$ cat src/rtl/batalha_pkg.sv
// Shared definitions for the battleship ship-memory blocks.
// Word layout: [2:0] ship type, slot k at [10+8k -: 8], [63:43] reserved.
// Slot layout: [7] ativo, [6] reserved, [5:3] linha, [2:0] coluna.
package batalha_pkg;

  localparam int unsigned NUM_ENTRADAS = 11;
  localparam int unsigned LARGURA      = 64;
  localparam int unsigned NUM_SLOTS    = 5;
  localparam int unsigned TAM_SLOT     = 8;
  localparam int unsigned ADDR_W       = 5;
  localparam int unsigned COORD_W      = 3;
  localparam int unsigned NUM_W        = 3;
  localparam int unsigned CONT_W       = 5;
  localparam int unsigned CONT_MAX     = 31;

  localparam int unsigned SLOT_BASE    = 3;
  localparam int unsigned ATIVO_BIT    = 7;
  localparam int unsigned LINHA_MSB    = 5;
  localparam int unsigned LINHA_LSB    = 3;
  localparam int unsigned COLUNA_MSB   = 2;
  localparam int unsigned COLUNA_LSB   = 0;
  localparam int unsigned TIPO_MSB     = 2;
  localparam int unsigned TIPO_LSB     = 0;

  typedef enum logic [1:0] {
    IDLE  = 2'd0,
    VARRE = 2'd1,
    FIM   = 2'd2
  } estado_t;

  // Bit position of the LSB of slot k inside a memory word.
  function automatic int unsigned slot_lsb(input int unsigned k);
    return SLOT_BASE + k * TAM_SLOT;
  endfunction

endpackage

$ cat src/rtl/limpa_slots.sv
// Combinational slot clearer: zeroes every active slot of a word that matches
// the shot coordinate and reports hit, sunk and number of cleared slots.
// Ports: i_palavra (word in), i_linha/i_coluna (shot), o_palavra (cleaned word),
//        o_acerto (any slot cleared), o_afundou (word went from >=1 to 0 active),
//        o_num_limpos (slots cleared, 0..5).
module limpa_slots
  import batalha_pkg::*;
(
  input  logic [LARGURA-1:0] i_palavra,
  input  logic [COORD_W-1:0] i_linha,
  input  logic [COORD_W-1:0] i_coluna,
  output logic [LARGURA-1:0] o_palavra,
  output logic               o_acerto,
  output logic               o_afundou,
  output logic [NUM_W-1:0]   o_num_limpos
);

  logic [NUM_W-1:0] w_num_ativos;
  logic [NUM_W-1:0] w_num_limpos;

  // Empty slots are excluded by ativo, so (0,0) is a legal shot.
  always_comb begin
    o_palavra    = i_palavra;
    w_num_ativos = '0;
    w_num_limpos = '0;
    for (int unsigned k = 0; k < NUM_SLOTS; k++) begin
      if (i_palavra[slot_lsb(k) + ATIVO_BIT]) begin
        w_num_ativos = w_num_ativos + NUM_W'(1);
        if (i_palavra[slot_lsb(k) + LINHA_LSB +: COORD_W] == i_linha &&
            i_palavra[slot_lsb(k) + COLUNA_LSB +: COORD_W] == i_coluna) begin
          o_palavra[slot_lsb(k) +: TAM_SLOT] = '0;
          w_num_limpos = w_num_limpos + NUM_W'(1);
        end
      end
    end
  end

  assign o_num_limpos = w_num_limpos;
  assign o_acerto     = (w_num_limpos != '0);
  assign o_afundou    = (w_num_ativos != '0) && (w_num_ativos == w_num_limpos);

endmodule

$ cat src/rtl/registro_disparo.sv
// Applies one shot to the selected player's ship memory: scans the 11 entries
// one per clock, writes back words with matching slots cleared, and reports
// hit / sunk / sunk ship type.
// Ports: clk, rst_n (async active-low); start/jogador/linha/coluna (shot request);
//        addr, memoriaP1/P2 (read data), we_P1/we_P2, wr_data (write port);
//        busy, ready, acerto, afundou, tipo_afundado (status).
// Optional: define CONTADOR_ACERTOS_EN to add saturating per-player hit counters
//           acertos_P1 / acertos_P2.
module registro_disparo
  import batalha_pkg::*;
(
  input  logic               clk,
  input  logic               rst_n,
  input  logic               start,
  input  logic               jogador,
  input  logic [COORD_W-1:0] linha,
  input  logic [COORD_W-1:0] coluna,
  output logic [ADDR_W-1:0]  addr,
  input  logic [LARGURA-1:0] memoriaP1,
  input  logic [LARGURA-1:0] memoriaP2,
  output logic               we_P1,
  output logic               we_P2,
  output logic [LARGURA-1:0] wr_data,
  output logic               busy,
  output logic               ready,
  output logic               acerto,
  output logic               afundou,
  output logic [2:0]         tipo_afundado
`ifdef CONTADOR_ACERTOS_EN
  ,
  output logic [CONT_W-1:0]  acertos_P1,
  output logic [CONT_W-1:0]  acertos_P2
`endif
);

  estado_t             r_estado, w_estado_prox;
  logic [ADDR_W-1:0]   r_addr, w_addr_prox;
  logic                r_jogador, w_jogador_prox;
  logic [COORD_W-1:0]  r_linha, w_linha_prox;
  logic [COORD_W-1:0]  r_coluna, w_coluna_prox;
  logic                r_acerto, w_acerto_prox;
  logic                r_afundou, w_afundou_prox;
  logic [2:0]          r_tipo, w_tipo_prox;

  logic [LARGURA-1:0]  w_palavra;
  logic [LARGURA-1:0]  w_limpa;
  logic                w_match;
  logic                w_sunk;
  logic [NUM_W-1:0]    w_num;

  assign w_palavra = r_jogador ? memoriaP2 : memoriaP1;

  limpa_slots u_limpa (
    .i_palavra    (w_palavra),
    .i_linha      (r_linha),
    .i_coluna     (r_coluna),
    .o_palavra    (w_limpa),
    .o_acerto     (w_match),
    .o_afundou    (w_sunk),
    .o_num_limpos (w_num)
  );

`ifdef CONTADOR_ACERTOS_EN
  logic [CONT_W-1:0] r_acertos_P1, w_acertos_P1_prox;
  logic [CONT_W-1:0] r_acertos_P2, w_acertos_P2_prox;
  logic [CONT_W:0]   w_soma_P1;
  logic [CONT_W:0]   w_soma_P2;

  assign w_soma_P1 = (CONT_W+1)'(r_acertos_P1) + (CONT_W+1)'(w_num);
  assign w_soma_P2 = (CONT_W+1)'(r_acertos_P2) + (CONT_W+1)'(w_num);
`endif

  // Next-state, datapath next values and write-port strobes.
  always_comb begin
    w_estado_prox  = r_estado;
    w_addr_prox    = r_addr;
    w_jogador_prox = r_jogador;
    w_linha_prox   = r_linha;
    w_coluna_prox  = r_coluna;
    w_acerto_prox  = r_acerto;
    w_afundou_prox = r_afundou;
    w_tipo_prox    = r_tipo;
    we_P1          = 1'b0;
    we_P2          = 1'b0;
    wr_data        = '0;
`ifdef CONTADOR_ACERTOS_EN
    w_acertos_P1_prox = r_acertos_P1;
    w_acertos_P2_prox = r_acertos_P2;
`endif
    unique case (r_estado)
      IDLE: begin
        w_addr_prox = '0;
        if (start) begin
          w_jogador_prox = jogador;
          w_linha_prox   = linha;
          w_coluna_prox  = coluna;
          w_acerto_prox  = 1'b0;
          w_afundou_prox = 1'b0;
          w_tipo_prox    = '0;
          w_estado_prox  = VARRE;
        end
      end
      VARRE: begin
        wr_data = w_limpa;
        if (w_match) begin
          we_P1         = ~r_jogador;
          we_P2         = r_jogador;
          w_acerto_prox = 1'b1;
`ifdef CONTADOR_ACERTOS_EN
          if (r_jogador)
            w_acertos_P2_prox = (w_soma_P2 > (CONT_W+1)'(CONT_MAX)) ? CONT_W'(CONT_MAX)
                                                                     : w_soma_P2[CONT_W-1:0];
          else
            w_acertos_P1_prox = (w_soma_P1 > (CONT_W+1)'(CONT_MAX)) ? CONT_W'(CONT_MAX)
                                                                     : w_soma_P1[CONT_W-1:0];
`endif
        end
        // Only the lowest-addressed sunk ship records its type.
        if (w_sunk && !r_afundou) begin
          w_afundou_prox = 1'b1;
          w_tipo_prox    = w_palavra[TIPO_MSB:TIPO_LSB];
        end
        if (r_addr == ADDR_W'(NUM_ENTRADAS - 1)) begin
          w_addr_prox   = '0;
          w_estado_prox = FIM;
        end else begin
          w_addr_prox = r_addr + ADDR_W'(1);
        end
      end
      FIM: begin
        w_estado_prox = IDLE;
      end
      default: begin
        w_estado_prox = IDLE;
        w_addr_prox   = '0;
      end
    endcase
  end

  // State and datapath registers.
  always_ff @(posedge clk or negedge rst_n) begin
    if (!rst_n) begin
      r_estado  <= IDLE;
      r_addr    <= '0;
      r_jogador <= 1'b0;
      r_linha   <= '0;
      r_coluna  <= '0;
      r_acerto  <= 1'b0;
      r_afundou <= 1'b0;
      r_tipo    <= '0;
`ifdef CONTADOR_ACERTOS_EN
      r_acertos_P1 <= '0;
      r_acertos_P2 <= '0;
`endif
    end else begin
      r_estado  <= w_estado_prox;
      r_addr    <= w_addr_prox;
      r_jogador <= w_jogador_prox;
      r_linha   <= w_linha_prox;
      r_coluna  <= w_coluna_prox;
      r_acerto  <= w_acerto_prox;
      r_afundou <= w_afundou_prox;
      r_tipo    <= w_tipo_prox;
`ifdef CONTADOR_ACERTOS_EN
      r_acertos_P1 <= w_acertos_P1_prox;
      r_acertos_P2 <= w_acertos_P2_prox;
`endif
    end
  end

  assign addr          = r_addr;
  assign busy          = (r_estado != IDLE);
  assign ready         = (r_estado == FIM);
  assign acerto        = r_acerto;
  assign afundou       = r_afundou;
  assign tipo_afundado = r_tipo;
`ifdef CONTADOR_ACERTOS_EN
  assign acertos_P1    = r_acertos_P1;
  assign acertos_P2    = r_acertos_P2;
`endif

endmodule

$ cat config.mk
export PLATFORM = sky130hd
export DESIGN_NAME = registro_disparo
export DESIGN_NICKNAME = d
export VERILOG_FILES = /design/src/rtl/batalha_pkg.sv /design/src/rtl/limpa_slots.sv /design/src/rtl/registro_disparo.sv
export SDC_FILE = /design/constraint.sdc
export NUM_CORES = 1
export LEC_CHECK = 0
export CAP_MARGIN = 10
export CORE_AREA = 8 8 99 101
export CTS_CLUSTER_DIAMETER = 50
export DETAILED_ROUTE_END_ITERATION = 12
export DIE_AREA = 0 0 107 109
export PLACE_DENSITY = 0.81
export SYNTH_ARGS = -nofsm -noshare
export SYNTH_HDL_FRONTEND = slang
export SYNTH_SLANG_ARGS = --single-unit
$ cat constraint.sdc
create_clock -name clk -period 10.1 [get_ports clk]
set_clock_uncertainty 0.15 [all_clocks]
set_input_delay 2.525 -clock clk [delete_from_list [all_inputs] [get_ports clk]]
set_output_delay 2.525 -clock clk [all_outputs]
set_load 0.01 [all_outputs]
# --- Word level (Yosys, flattened, before mapping) ---
# Cells that the tools add are included.
totals:
  ff_bits: 19
  inputBits: 138
op_classes:
  n_reduce_logical: 17
  mux: 44
  n_addsub: 9
  bitwise_logic: 1
  eq_ne: 18
op_table:
  columns: ["cell", "n"]
  rows:
  - ["$mux 64", 2]
  - ["$mux 8", 10]
  - ["$mux 3", 15]
  - ["$eq 3x3->1", 11]
  - ["$add 3x1->3 const B", 7]
  - ["$pmux 5 s2", 1]
  - ["$mux 1", 9]
  - ["$logic_and 1x1->1", 7]
  - ["$ne 2x2->1 const B", 3]
  - ["$pmux 3 s2", 1]
  - ["$reduce_and 3->1", 2]
  - ["$reduce_bool 3->1", 2]
  - ["$add 5x1->5 const B", 1]
  - ["$eq 5x4->1 const B", 1]
  - ["$mux 5", 1]
  - ["$mux 2", 2]
  - ["$pmux 1 s2", 2]
  - ["$pmux 2 s2", 1]
  - ["$reduce_and 2->1", 2]
  - ["$reduce_bool 2->1", 2]
  - ["$add 1x1->2 const B", 1]
  - ["$eq 2x1->1 const B", 1]
  - ["$eq 2x2->1 const B", 1]
  - ["$logic_not 2->1", 1]
  - ["other kinds (3)", 3]

# --- Logic depth before layout (Yosys ltp) ---
# Gate-level depths: netlist of the first run.
logic_depth:
  word_depth: 22
  ltp_mapped: 25
  depth_no_buf: 21

# --- Cells and area by module ---
# A second synthesis of the first run with hierarchy kept.
unflattened:
  cells_unflattened: 414
  area_unflattened_um2: 3505.9
by_module_without_submodules:
  columns: ["mod", "area_per_inst_um2", "instances", "cells_each", "seq_area_each_um2"]
  rows:
  - ["registro_disparo", 2047.0, 1, 218, 475.5]
  - ["limpa_slots", 1458.9, 1, 196, 0.0]

# --- Least setup slack after synthesis of the first run ---
# No wires, ideal clock.
synth_timing:
  path_kind: "input-to-output"
  from: "in memoriaP2[8]"
  to: "out we_P1"
  stages: 21
  t_required_ns: 7.425
  arrival_time_ns: 6.068
  path_buffers: 0
  path_slack_ns: 1.357
  cell_sequence: "mux2i_2 > xnor2_1 > nor4_4 > nand3_1 > inv_1 > ha_1 > a32oi_2 > inv_1 > ha_1 > and4_1 > or2_2 > ha_1 > nand4b_1 > o31a_1 > ha_1 > nand4_1 > xnor2_1 > xnor2_1 > nand2_1 > o21ai_0 > nor2_1"
synth_via:
  elab_chain_len: 20
synth_lines:
  columns: ["element", "line", "rtl"]
  rows:
  - ["start: declaration", "registro_disparo.sv:20", "input logic [LARGURA-1:0] memoriaP2,"]
  - ["$mux 64 (*)", "registro_disparo.sv:51", "assign w_palavra = r_jogador ? memoriaP2 : memoriaP1;"]
  - ["$eq 3x3->1 (*)", "limpa_slots.sv:29", "if (i_palavra[slot_lsb(k) + LINHA_LSB +: COORD_W] == i_linha &&"]
  - ["$logic_and 1x1->1 (*)", "limpa_slots.sv:29", null]
  - ["$mux 1 (*)", "limpa_slots.sv:29", null]
  - ["$mux 3 (*)", "limpa_slots.sv:27", "if (i_palavra[slot_lsb(k) + ATIVO_BIT]) begin"]
  - ["$add 3x1->3", "limpa_slots.sv:32", "w_num_limpos = w_num_limpos + NUM_W'(1);"]
  - ["$mux 3", "limpa_slots.sv:29", null]
  - ["$mux 3 (*)", "limpa_slots.sv:27", null]
  - ["(+4 left out)", null, null]
  - ["$mux 3", "limpa_slots.sv:29", null]
  - ["$mux 3 (*)", "limpa_slots.sv:27", null]
  - ["$add 3x1->3", "limpa_slots.sv:32", null]
  - ["$mux 3", "limpa_slots.sv:29", null]
  - ["$mux 3 (*)", "limpa_slots.sv:27", null]
  - ["$reduce_bool 3->1 (*)", "limpa_slots.sv:39", "assign o_acerto = (w_num_limpos != '0);"]
  - ["$mux 1 (*)", "registro_disparo.sv:105", "if (w_match) begin"]
  - ["$mux 1 (*)", "registro_disparo.sv:90", "unique case (r_estado)"]
  - ["end: declaration", "registro_disparo.sv:21", "output logic we_P1,"]
# Every way passes the cells marked *; elsewhere a longest branch is shown, timed or not.

# --- Worst setup path in the final report of the first run ---
layout_timing:
  from: "in memoriaP2[3]"
  to: "out we_P1"
layout_via:
  elab_chain_len: 20
layout_lines:
  columns: ["element", "line", "rtl"]
  rows:
  - ["$mux 64 (*)", "registro_disparo.sv:51", null]
  - ["$eq 3x3->1 (*)", "limpa_slots.sv:30", "i_palavra[slot_lsb(k) + COLUNA_LSB +: COORD_W] == i_coluna) begin"]
  - ["$logic_and 1x1->1 (*)", "limpa_slots.sv:29", null]
  - ["$mux 1 (*)", "limpa_slots.sv:29", null]
  - ["$mux 3 (*)", "limpa_slots.sv:27", null]
  - ["$add 3x1->3", "limpa_slots.sv:32", null]
  - ["$mux 3", "limpa_slots.sv:29", null]
  - ["$mux 3 (*)", "limpa_slots.sv:27", null]
  - ["(+4 left out)", null, null]
  - ["$mux 3", "limpa_slots.sv:29", null]
  - ["$mux 3 (*)", "limpa_slots.sv:27", null]
  - ["$add 3x1->3", "limpa_slots.sv:32", null]
  - ["$mux 3", "limpa_slots.sv:29", null]
  - ["$mux 3 (*)", "limpa_slots.sv:27", null]
  - ["$reduce_bool 3->1 (*)", "limpa_slots.sv:39", null]
  - ["$mux 1 (*)", "registro_disparo.sv:105", null]
  - ["$mux 1 (*)", "registro_disparo.sv:90", null]
# Marks and branches as above.

==> metrics, run 1 <==
CP Launch Type primary input; Leak Pwr 2.16 nW; pin count of the biggest net entering global routing 50; global-route wire length before repair 17,700 µm; layout cells sized above 1 7.22%; cell row count 34; critical setup path kind primary input to primary output; antenna violations before repair 0; hold crit path type flip-flop to flip-flop; antenna-violating nets left 0; Max-cap violations 0; Mapped Area approximately 2700 µm²; RSZ-0062 raised after global routing no; Syn Area/Cell 8.37 µm²; most used flip-flop cell after synthesis dfrtp_1; total wire length 11,400 µm; setup_tns 0 ns; Clock Tree Buf Depth 2; Cell Area, Placed 4900 µm²; FF+latch count, synth 19; Gate Count Post-Synth 323; normalized max-slew margin 20.8%; crit-path max FO 3; ANT cells 0; Reg2Reg Capture Point tipo_afundado[2]; outcome complete, no violations; Cell Pwr Density 261 nW/µm²; R2R cell count 20; post-cts hold buffer count 0; CTS tree built; Seq/Total Area, Yosys 17.6%; placed insts 629; initial drt markers 83; synth warn 0; worst skew pair latency 0.25 ns; Critical R2R Launch r_jogador; Hold Crit Start acerto; fraction of registers with async set/reset 100%; nets between 600 and 700; post-route DRC violation count 0; root buffer selected by CTS clkbuf_8; Slew @ Worst Pin 1.19 ns; min Tclk post-route 9.66 ns; critical path endpoint category primary output; vias 3,066; final std cells w/o fill 634; GRT Total Usage about a fifth; Initial Util 32.3%; vias in the first global route 3,352; grt total ovfl 0; die height approximately 110 µm; Crit path required time 7.43 ns; Final Hold Viols 0; Post-DP HPWL 9720 µm; CTS Buf Count 3; H-tree depth 1; worst vdd ir 0.153 mV; hold depth 2; Vias per Instance 4.84; max-slew violations 0; r2r setup slk 4.30 ns; port bufs 215; final worst path period share between 90% and 100%; WP data arrival 6.99 ns; Post-synth EDFFs 0; Design Area, Final ~5000 µm²; Power Total 1.30 mW; io pins 216; fmax 0.104 GHz; post-DR wirelength/cell 17.9 µm; number of iterations in the first detailed-routing pass 4; final setup fails 0; Netlist cell types 43; Num Clock Sinks 19; synthesis-to-layout area growth 84.4%; syn_nets between 400 and 500; GPL Wtd Cong 0.857; hold endpoint acerto; core area between 8000 and 9000 µm²; die area 11,700 µm²; clock slew at reported path FFs approximately 0.070 ns; die width 107 µm
==> cell type report <==
cell class / instances / area, µm²
inverter: 12 / 45.0
sequential: 19 / 479
timing repair buffer: 218 / 2180
clock buffer: 4 / 45.0
tap: 108 / 135
fill: 716 / 3390
multi-input combinational: 273 / 2100
==> worst max-delay path by stage <==
stage / depth (start not counted) / start / end
2_1_floorplan: 21 / memoriaP2[8] / we_P1
3_3_place_gp: 24 / memoriaP1[16] / we_P1
3_5_place_dp: 24 / memoriaP2[16] / we_P1
4_1_cts: 24 / memoriaP1[8] / we_P1
5_1_grt: 24 / memoriaP2[5] / we_P1
6_report: 24 / memoriaP2[3] / we_P1
==> through the flow <==
step / utilization (%) / worst slack (ns) / hold WS (ns)
after floorplan: - / 1.36 / 0.365
after global placement: 58.5 / 0.0921 / 0.313
after detailed placement: 58.5 / -0.00553 / 0.312
after CTS: 59.1 / 0.00894 / 0.330
after global routing: 59.5 / 0.183 / 0.356
final: 59.5 / 0.438 / 0.331
==> where the power goes <==
group	total, mW	switching, mW	leakage (nW)	internal [mW]
clock network	0.0526	0.0246	0.0228	0.0280
registers	0.215	0.107	0.235	0.108
logic	1.03	0.474	1.90	0.561
==> flip-flops by register name, summed over array words and instances (netlist names) <==
register	cells
tipo_afundado	3
afundou	1
r_coluna	3
r_estado	2
r_jogador	1
acerto	1
addr	5
r_linha	3
==> layer usage <==
layer / global-route usage, % / part of all wire [%] / wire length (µm)
met5: 0 / 0 / 0
met2: 34.3 / 51 / 5750
met1: 21.3 / 39 / 4400
met3: 5.85 / 9.0 / 1030
met4: 4.92 / 1.7 / 190
==> cells in the mapped netlist, drive strengths merged (2+ instances only) <==
cell type | n | area (µm²)
inv | 12 | 45.0
nand2 | 20 | 75.1
clkbuf | 11 | 43.8
a211oi | 3 | 22.5
and2 | 3 | 18.8
mux2i | 64 | 644
a31oi | 2 | 12.5
nand3 | 9 | 50.1
xor2 | 7 | 68.8
buf | 8 | 65.1
o21ai | 10 | 50.0
dfrtp | 19 | 475
xnor2 | 37 | 343
nand4 | 4 | 25.0
a21oi | 2 | 10.0
nor4 | 5 | 73.8
ha | 10 | 125
nor2 | 70 | 263
nor2b | 2 | 12.5
mux2 | 14 | 173
==> cells by family (layout without fill, tap and decap cells) <==
kind of cell,after synthesis,in the layout,synth area share (%)
AND/OR/NAND/NOR,121,121,22.0
multiplexers,78,78,30.2
XOR/XNOR,44,44,15.2
buffers and inverters,31,234,5.69
AO/OA/AOI/OAI,20,20,4.72
flip-flops,19,19,17.6
adder cells (fa/ha/maj),10,10,4.63
==> cells in the final DEF (no fill, tap or decap), drive strengths merged, types with 2 or more instances in the layout <==
cell type and count:
clkdlybuf4s50 213, nor2 70, mux2i 64, xnor2 37, nand2 20, dfrtp 19
mux2 14, inv 12, ha 10, o21ai 10, nand3 9, xor2 7
nor4 5, nand4 4, clkbuf 4, a211oi 3, and2 3, buf 3
nor2b 2, a21oi 2, a31oi 2, dlymetal6s2s 2
==> timing repair <==
action / CTS / global route
endpoints found under the setup margin: 1 / 2
gates resized for setup: 1 / 8
setup buffers: 0 / 1
pin swaps: 2 / 2
gates cloned: 0 / 0
==> worst max-delay path, stage by stage <==
cell,delay (ns)
clkdlybuf4s50_1,0.42
mux2i_2,0.24
xnor2_2,0.12
nor4_4,0.34
nand3_1,0.13
inv_1,0.08
ha_1,0.23
a32oi_2,0.23
inv_1,0.07
ha_1,0.30
and4_1,0.16
or2_2,0.29
ha_1,0.28
nand4b_1,0.17
o31a_1,0.14
ha_1,0.18
nand4_1,0.09
xnor2_1,0.15
xnor2_1,0.19
nand2_1,0.09
o21ai_1,0.16
buf_4,0.15
nor2_1,0.03
dlymetal6s2s_1,0.20
Note: power is estimated with default switching activity, not from simulation.
==> inputs of run 2 (changes only) <==
--- a/config.mk
+++ b/config.mk
@@ -6,10 +6,10 @@
 export NUM_CORES = 1
 export LEC_CHECK = 0
 export CAP_MARGIN = 10
-export CORE_AREA = 8 8 99 101
+export CORE_AREA = 2 2 98 90
 export CTS_CLUSTER_DIAMETER = 50
 export DETAILED_ROUTE_END_ITERATION = 12
-export DIE_AREA = 0 0 107 109
+export DIE_AREA = 0 0 100 92
 export PLACE_DENSITY = 0.81
 export SYNTH_ARGS = -nofsm -noshare
 export SYNTH_HDL_FRONTEND = slang
==> run 2 against run 1 <==
Compared with the run above:
- die area down 21%
- sequential share of layout area hardly changed
- sequential power is essentially flat
- critical path type unchanged
- critical path depth is the same
- total power fell by 0.83%
- hold slack gained 0.0034 ns
- clock-buffer cell count shrank 1
- register-to-register slack lost 0.15 ns
- critical endpoint unchanged
- first-iteration DRC count down 46%
- via count grew 0.65%
==> metrics, run 2 (same netlist as run 1, synthesis figures left out) <==
CTS tree built (unchanged); H-tree depth 1 (unchanged); port bufs 215 (unchanged); total wire length 9950 µm (was 11,400 µm); critical path endpoint category primary output (unchanged); R2R cell count 22 (was 20); Seq pwr share 16.6% (was 16.5%); io pins 216 (unchanged); Max-cap violations 0 (unchanged); Post-DP HPWL 8350 µm (was 9720 µm); grt total ovfl 0 (unchanged); Final WS setup 0.364 ns (was 0.438 ns); Slew @ Worst Pin 1.19 ns (about the same); root buffer selected by CTS clkbuf_8 (unchanged); final worst path period share 96.4% (was 95.7%); ANT cells 0 (unchanged); Num Clock Sinks 19 (unchanged); die height 92 µm (was 109 µm); Clock Tree Buf Depth 2 (unchanged); antenna violations before repair 0 (unchanged); filler instances 768 (was 716); Comb pwr share 79.1% (was 79.5%); Leak Pwr 2.16 nW (about the same); hold endpoint acerto (unchanged); Hold Crit Start acerto (unchanged); hold crit path type flip-flop to flip-flop (unchanged); pin count of the biggest net entering global routing 49 (was 50); max reg flops 5 (unchanged); outcome complete, no violations (unchanged); nets 675 (unchanged); antenna-violating nets left 0 (unchanged); Critical R2R Launch r_jogador (unchanged); core area 8330 µm² (was 8380 µm²); sw frac 46.5% (about the same); layout cells sized above 1 7.22% (unchanged); WP data arrival 7.06 ns (was 6.99 ns); commonest non-fill, non-tap cell in the layout clkdlybuf4s50_1 (unchanged); Clk pwr share 4.2% (was 4.0%); post-cts hold buffer count 0 (unchanged); number of iterations in the first detailed-routing pass 4 (unchanged); pre-CTS setup slack 0.0401 ns (was -0.00553 ns); Reg2Reg Capture Point tipo_afundado[1] (was tipo_afundado[2]); hold depth 2 (unchanged); RSZ-0062 raised after global routing no (unchanged); P_sw 0.600 mW (was 0.606 mW); max-slew violations 0 (unchanged); synthesis-to-layout area growth 84.1% (was 84.4%); die area 9200 µm² (was 11,700 µm²); Int Pwr 0.692 mW (was 0.697 mW); normalized max-slew margin 20.4% (was 20.8%); setup_tns 0 ns (unchanged); cell row count 32 (was 34); GRT Total Usage 20.9% (was 19.0%); Initial Util 32.5% (was 32.3%); post-route DRC violation count 0 (unchanged); crit-path max FO 3 (unchanged); Cell Area, Placed 4890 µm² (was 4900 µm²); CP Launch Type primary input (unchanged); final setup fails 0 (unchanged); Cell Pwr Density 259 nW/µm² (was 261 nW/µm²); GPL Wtd Cong 0.792 (was 0.857); Vias per Instance 4.91 (was 4.84); critical setup path kind primary input to primary output (unchanged); die width 100 µm (was 107 µm); fmax 0.103 GHz (was 0.104 GHz); Crit path required time 7.43 ns (about the same); worst skew pair latency 0.26 ns (was 0.25 ns); vias 3,086 (was 3,066); min Tclk post-route 9.74 ns (was 9.66 ns); Design Area, Final 4980 µm² (was 4990 µm²); global-route wire length before repair 15,600 µm (was 17,700 µm); clock slew at reported path FFs 0.07 ns (about the same); Final Hold Viols 0 (unchanged); vias in the first global route 3,217 (was 3,352); r2r setup slk 4.15 ns (was 4.30 ns); initial drt markers 45 (was 83); most frequent cells in the layout clkdlybuf4s50_1, nor2_1, mux2i_1 (unchanged); worst vdd ir 0.155 mV (was 0.153 mV); post-DR wirelength/cell 15.8 µm (was 17.9 µm); CTS Buf Count 3 (unchanged)
[run 2: changes by cell type in the layout (fill, tap and decap cells not counted)]
cell / delta
clkbuf_1: -1
clkinvlp_4: +1
mux2i_1: +1
mux2i_2: -1
[run 2: layout make-up]
class / count / area [µm²] / share of cell area [%]
clock buffers: 3 / 41.3 / 0.829
well taps: 102 / 128 / 2.56
repair buffers: 218 / 2180 / 43.8
inverters: 12 / 45.0 / 0.904
multi-input cells: 273 / 2100 / 42.2
flip-flops and latches: 19 / 479 / 9.62
clock inverters: 1 / 7.51 / 0.151
[run 2: how the worst max path moves through the flow]
stage	from	end
finish	memoriaP2[5]	we_P1
detailed placement	memoriaP2[13]	we_P1
CTS	memoriaP2[5]	we_P1
floorplan	memoriaP2[8]	we_P1
global placement	memoriaP2[13]	we_P1
global route	memoriaP2[5]	we_P1
[run 2: per-stage QoR]
stage               util (%)  hold WS (ns)  total power [mW]  instances
global placement        58.8         0.314              1.22        623
floorplan                  -         0.365             0.809        323
global route            59.8         0.406              1.39        628
detailed placement      58.8         0.320              1.23        623
finish                  59.8         0.334              1.29        628
CTS                     59.4         0.342              1.30        627
[run 2: routing by layer]
layer  track usage [%]  vias to the layer above  wire length (µm)
met1              24.5                     1461              3980
met4              4.11                        0               122
li1                  -                     1501                 -
met5                 0                        -                 0
met3              2.97                       11               601
met2              40.2                      113              5240
[run 2: repair_timing]
item                       CTS  global route
gates resized for setup      1             7
setup endpoints to repair    1             2
pin swaps                    0             3
setup buffers                0             1
[run 2: worst max-delay path, cell delays in order]
cell and delay (ns):
clkdlybuf4s50_1 0.41, mux2i_1 0.25, xnor2_1 0.14, nor4_4 0.35
nand3_1 0.15, inv_1 0.08, ha_1 0.22, a32oi_2 0.24
inv_1 0.08, ha_1 0.30, and4_1 0.16, or2_2 0.30
ha_1 0.28, nand4b_1 0.11, o31a_1 0.16, ha_1 0.16
nand4_1 0.14, xnor2_2 0.18, xnor2_1 0.20, nand2_1 0.08
o21ai_1 0.14, buf_4 0.16, nor2_1 0.05, dlymetal6s2s_1 0.21
[run 2: power groups by stage]
| stage | combinational (mW) | sequential (mW) | clock (mW) |
|---|---|---|---|
| 6_report | 1.02 | 0.215 | 0.0546 |
| 3_3_place_gp | 1.01 | 0.214 | 0 |
| 5_1_grt | 1.10 | 0.226 | 0.0594 |
| 3_5_place_dp | 1.02 | 0.216 | 0 |
| 4_1_cts | 1.02 | 0.215 | 0.0561 |
| 2_1_floorplan | 0.676 | 0.134 | 0 |
==> inputs of run 3 (changes only) <==
--- a/config.mk
+++ b/config.mk
@@ -11,6 +11,7 @@
 export DETAILED_ROUTE_END_ITERATION = 12
 export DIE_AREA = 0 0 100 92
 export PLACE_DENSITY = 0.81
+export SKIP_CTS_REPAIR_TIMING = 1
 export SYNTH_ARGS = -nofsm -noshare
 export SYNTH_HDL_FRONTEND = slang
 export SYNTH_SLANG_ARGS = --single-unit
==> run 3 against run 2 <==
Compared with the run above:
- register-to-register slack about the same
- hold slack about the same
- critical endpoint unchanged
- non-clock buffer count unchanged
- wire length increased by 0.15%
- total power about the same
- clock-buffer cell count unchanged
- die area unchanged
- core utilization unchanged
==> metrics, run 3 (same netlist as run 1, synthesis figures left out) <==
fmax 0.103 GHz (about the same); Crit path largest cell delay 0.41 ns (about the same); Post-DP HPWL 8350 µm (unchanged); pin count of the biggest net entering global routing 49 (unchanged); Slew @ Worst Pin 1.20 ns (was 1.19 ns); Critical Path Stages 24 (unchanged); grt total ovfl 0 (unchanged); min Tclk post-route 9.73 ns (was 9.74 ns); CP Launch Type primary input (unchanged); Leak Pwr 2.16 nW (unchanged); vias 3,084 (was 3,086); hold crit path type flip-flop to flip-flop (unchanged); hold depth 2 (unchanged); commonest non-fill, non-tap cell in the layout clkdlybuf4s50_1 (unchanged); layout cells sized above 1 7.22% (unchanged); Clock Tree Buf Depth 2 (unchanged); Crit path max-delay family simple AND/OR/NAND/NOR gates (unchanged); Cell Area, Placed 4890 µm² (unchanged); Max-cap violations 0 (unchanged); core area 8330 µm² (unchanged); met2 routed WL 5240 µm (about the same); filler instances 766 (was 768); Crit path required time 7.43 ns (about the same); final hold slack 0.334 ns (about the same); port bufs 215 (unchanged); antenna-violating nets left 0 (unchanged); post-DR wirelength/cell 15.9 µm (was 15.8 µm); CTS tree built (unchanged); Final WS setup 0.374 ns (was 0.364 ns); Met3 Wirelength 604 µm (was 601 µm); initial drt markers 45 (unchanged); synthesis-to-layout area growth 84.1% (unchanged); clock slew at reported path FFs 0.08 ns (was 0.07 ns); GRT Total Usage 20.9% (about the same); critical path endpoint category primary output (unchanged); antenna violations before repair 0 (unchanged); max-slew violations 0 (unchanged); Vias per Instance 4.91 (about the same); master of the slowest instance on the critical path clkdlybuf4s50_1 (unchanged); root buffer selected by CTS clkbuf_8 (unchanged); R2R cell count 22 (unchanged); number of iterations in the first detailed-routing pass 4 (unchanged); crit-path max FO 3 (unchanged); Initial Util 32.5% (unchanged); Design Area, Final 4980 µm² (unchanged); cell row count 32 (unchanged); post-route DRC violation count 0 (unchanged); H-tree depth 1 (unchanged); max reg flops 5 (unchanged); io pins 216 (unchanged); nets 675 (unchanged); die width 100 µm (unchanged); cell repeated most along the worst path ha_1 (unchanged); WP data arrival 7.05 ns (was 7.06 ns); critical-path cell list clkdlybuf4s50_1 > mux2i_1 > xnor2_1 > nor4_4 > nand3_1 > inv_1 > ha_1 > a32oi_2 > inv_1 > ha_1 > and4_1 > or2_2 > ha_1 > nand4b_1 > o31a_1 > ha_1 > nand4_1 > xnor2_2 > xnor2_1 > nand2_1 > o21ai_1 > buf_4 > nor2_1 > dlymetal6s2s_1 (unchanged); pre-CTS setup slack 0.0401 ns (unchanged); die area 9200 µm² (unchanged); critical setup path kind primary input to primary output (unchanged); worst skew pair latency 0.26 ns (about the same); DR top layer met4 (unchanged); setup_tns 0 ns (unchanged); vias in the first global route 3,211 (was 3,217); GPL Wtd Cong 0.792 (unchanged); RSZ-0062 raised after global routing no (unchanged); ANT cells 0 (unchanged); most frequent cells in the layout clkdlybuf4s50_1, nor2_1, mux2i_1 (unchanged); global-route wire length before repair 15,600 µm (about the same); crit path buf inv count 5 (unchanged); CTS Buf Count 3 (unchanged); met1 wire length 3990 µm (was 3980 µm); Num Clock Sinks 19 (unchanged); final worst path period share 96.3% (was 96.4%); worst vdd ir 0.155 mV (about the same); total wire length 9960 µm (was 9950 µm); Cell Pwr Density 259 nW/µm² (about the same); outcome complete, no violations (unchanged); final setup fails 0 (unchanged); die height 92 µm (unchanged); Final Hold Viols 0 (unchanged); normalized max-slew margin 20.2% (was 20.4%)
==> run 3: cell counts in the layout (fill, tap and decap cells not counted) <==
Identical to the previous run, type by type.
==> run 3: metal layers <==
layer | vias up | global-route usage [%]
li1 | 1502 | -
met1 | 1456 | 24.5
met2 | 115 | 40.2
met3 | 11 | 2.97
met4 | 0 | 4.11
met5 | - | 0
==> run 3: tightest hold or removal path: stages (launching register included) <==
cell     delay [ns]
dfrtp_1        0.35
nand2_1        0.05
nand2_1        0.05
==> run 3: per-stage QoR <==
step	std cells	util (%)	power, mW
2_1_floorplan	323	-	0.809
3_3_place_gp	623	58.8	1.22
3_5_place_dp	623	58.8	1.23
4_1_cts	627	59.4	1.29
5_1_grt	628	59.8	1.39
6_report	628	59.8	1.29
==> run 3: where the power goes <==
| group | internal (mW) | switching (mW) |
|---|---|---|
| clock network | 0.0278 | 0.0270 |
| registers | 0.108 | 0.107 |
| logic | 0.556 | 0.466 |
| total | 0.692 | 0.600 |
==> run 3: final cells by class <==
class / count / area [µm²] / area share [%]
clock buffers: 3 / 41.3 / 0.829
clock inverters: 1 / 7.51 / 0.151
flip-flops and latches: 19 / 479 / 9.62
well taps: 102 / 128 / 2.56
repair buffers: 218 / 2180 / 43.8
multi-input cells: 273 / 2100 / 42.2
inverters: 12 / 45.0 / 0.904
==> run 3: worst paths after layout <==
path,from,slack [ns],endpoint
worst min-delay path,acerto,0.33,acerto
worst min register to register,acerto,0.33,acerto
worst max-delay path,memoriaP2[5],0.37,we_P1
worst max register to register,r_jogador,4.16,tipo_afundado[1]
max in group asynchronous,rst_n,6.56,r_jogador
min in group asynchronous,rst_n,2.61,addr[3]
==> patch: new RTL, settings of run 2 <==
Add a define of `CONTADOR_ACERTOS_EN`.
--- a/src/rtl/registro_disparo.sv
+++ b/src/rtl/registro_disparo.sv
@@ -6,6 +6,8 @@
 //        busy, ready, acerto, afundou, tipo_afundado (status).
 // Optional: define CONTADOR_ACERTOS_EN to add saturating per-player hit counters
 //           acertos_P1 / acertos_P2.
+`define CONTADOR_ACERTOS_EN
+
 module registro_disparo
   import batalha_pkg::*;
 (
Function (old outputs only; new: acertos_P1 and acertos_P2): kept (Yosys induction, for registers that start in step).
==> patch against run 2 <==
- sequential cell count rose by 10
- first-iteration DRC count rose by 130%
- total power rose by 12%
- critical endpoint is now we_P2
- area after synthesis rose by 26%
- global-route usage rose by 5.4 points
- count of clock-buffer cells in the layout rose by 4
- routed wire length rose by 23%
- cell count rose by 13%
- worst setup slack got worse by 0.041 ns
- cell area rose by 18%
==> patch: results (changes against run 2) <==
Clocking
  • Postcts setup bufs: 0 (unchanged)
  • Skew-Pair Late Insertion Delay: 0.29 ns (+0.03 ns)
  • CTS H-tree lvls: 2 (+1)
  • Clock buffer depth: 2 (unchanged)
  • CTS buffer count: 5 (+2)
  • PostCTS Resize Cnt: 0 (-1)

Worst setup path
  • Worst reg2reg setup slack: 4.06 ns (-0.09 ns)
  • Crit path largest cell delay: 0.49 ns (+0.08 ns)
  • Number of cells on the worst reg-to-reg path: 21 (-4.5%)
  • CP arrival: 7.10 ns (+0.04 ns)
  • CP delay by family, top: buffers and inverters

Placement
  • Post-Place Setup Slack: 0.187 ns (+0.147 ns)
  • Dpl hpwl: 10.1 mm (+21%)
  • # placed instances: 703 (+13%)
  • Routability cong.: 0.845 (+6.6%)
  • Port bufs: 225 (+4.7%)

Route
  • Post-Route WL: 12.2 mm (+23%)
  • Routed len/inst: 17.2 um (+8.4%)
  • Vias per inst: 5.08 (+3.3%)
  • Initial DRC count: 103 (+130%)

STA
  • Worst-Margin Slew: 0.867 ns (-0.327 ns)
  • Final hold slack: 0.401 ns (+0.0670 ns)

Logic synthesis
  • Syn_nets: 547 (+16%)
  • Synth Instances: 391 (+21%)
  • Register area share after synthesis: 0.212 (+0.0366)
  • Asr flop ratio synth: 1.00 (unchanged)
  • Post-synth top cells: nor2_1 (73), mux2i_1 (64), xnor2_1 (33)
  • Largest cells by area after synthesis: dfrtp_1 (21%), mux2i_1 (19%), xnor2_1 (8.5%)

Layout
  • Layout cell share with drive strength beyond 1: 0.0854 (+0.0131)
  • Fillers: 658 (-14%)
  • Final net count: 764 (+13%)

Outcome
  • Status: finished clean

Power
  • Leakage: 2.62 nW (+22%)
  • Peak VDD IR: 0.000127 V (-18%)

Global route
  • GRT Overall Usage: 0.263 (+0.0539)
  • First-pass GRT wire length: 19.1 mm (+22%)
  • Pin count of the biggest net entering global routing: 40 (-18%)
[patch: changes by cell type in the layout (fill, tap and decap cells not counted), sizes merged, moves of 5 or more]
cell | before | now
o21ai | 10 | 15
buf | 3 | 8
ha | 10 | 16
clkdlybuf4s50 | 213 | 225
dfrtp | 19 | 29
nand2b | 1 | 7
a21oi | 2 | 9
mux2 | 14 | 24
[patch: where the power goes]
group	switching (mW)	internal [mW]
clock	0.0456	0.0615
sequential	0.101	0.153
combinational	0.502	0.588
total	0.648	0.803
[patch: cell type report]
| class | instances | area [um2] | area share |
|---|---|---|---|
| clock inverters | 1 | 5.00 | 0.000853 |
| inverters | 13 | 48.8 | 0.00832 |
| well taps | 102 | 128 | 0.0218 |
| repair buffers | 233 | 2310 | 0.394 |
| flip-flops and latches | 29 | 729 | 0.124 |
| clock buffers | 7 | 96.3 | 0.0164 |
| multi-input cells | 326 | 2540 | 0.434 |
[patch: worst max-delay path by stage]
stage,startpoint,endpoint,slack (ns),cells after the start
finish,memoriaP1[8],we_P2,0.32,22
global route,memoriaP2[14],we_P2,0.05,22
CTS,memoriaP1[8],we_P2,0.15,22
detailed placement,memoriaP1[8],we_P2,0.19,22
global placement,memoriaP2[14],we_P2,0.32,22
floorplan,memoriaP2[5],we_P1,1.28,21
[patch: metal layers]
metal | track usage | vias to the layer above | share of wire
li1 | - | 1768 | -
met4 | 0.0776 | 0 | 0.027
met3 | 0.0572 | 27 | 0.065
met1 | 0.302 | 1681 | 0.40
met2 | 0.486 | 134 | 0.51
met5 | 0 | - | 0
[patch: kinds of logic after synthesis]
logic type | share of synthesized area
buf+inv | 0.0480
xor+xnor | 0.138
compound gates | 0.0714
simple gates | 0.190
mux | 0.271
fa+ha+maj | 0.0703
flops | 0.212
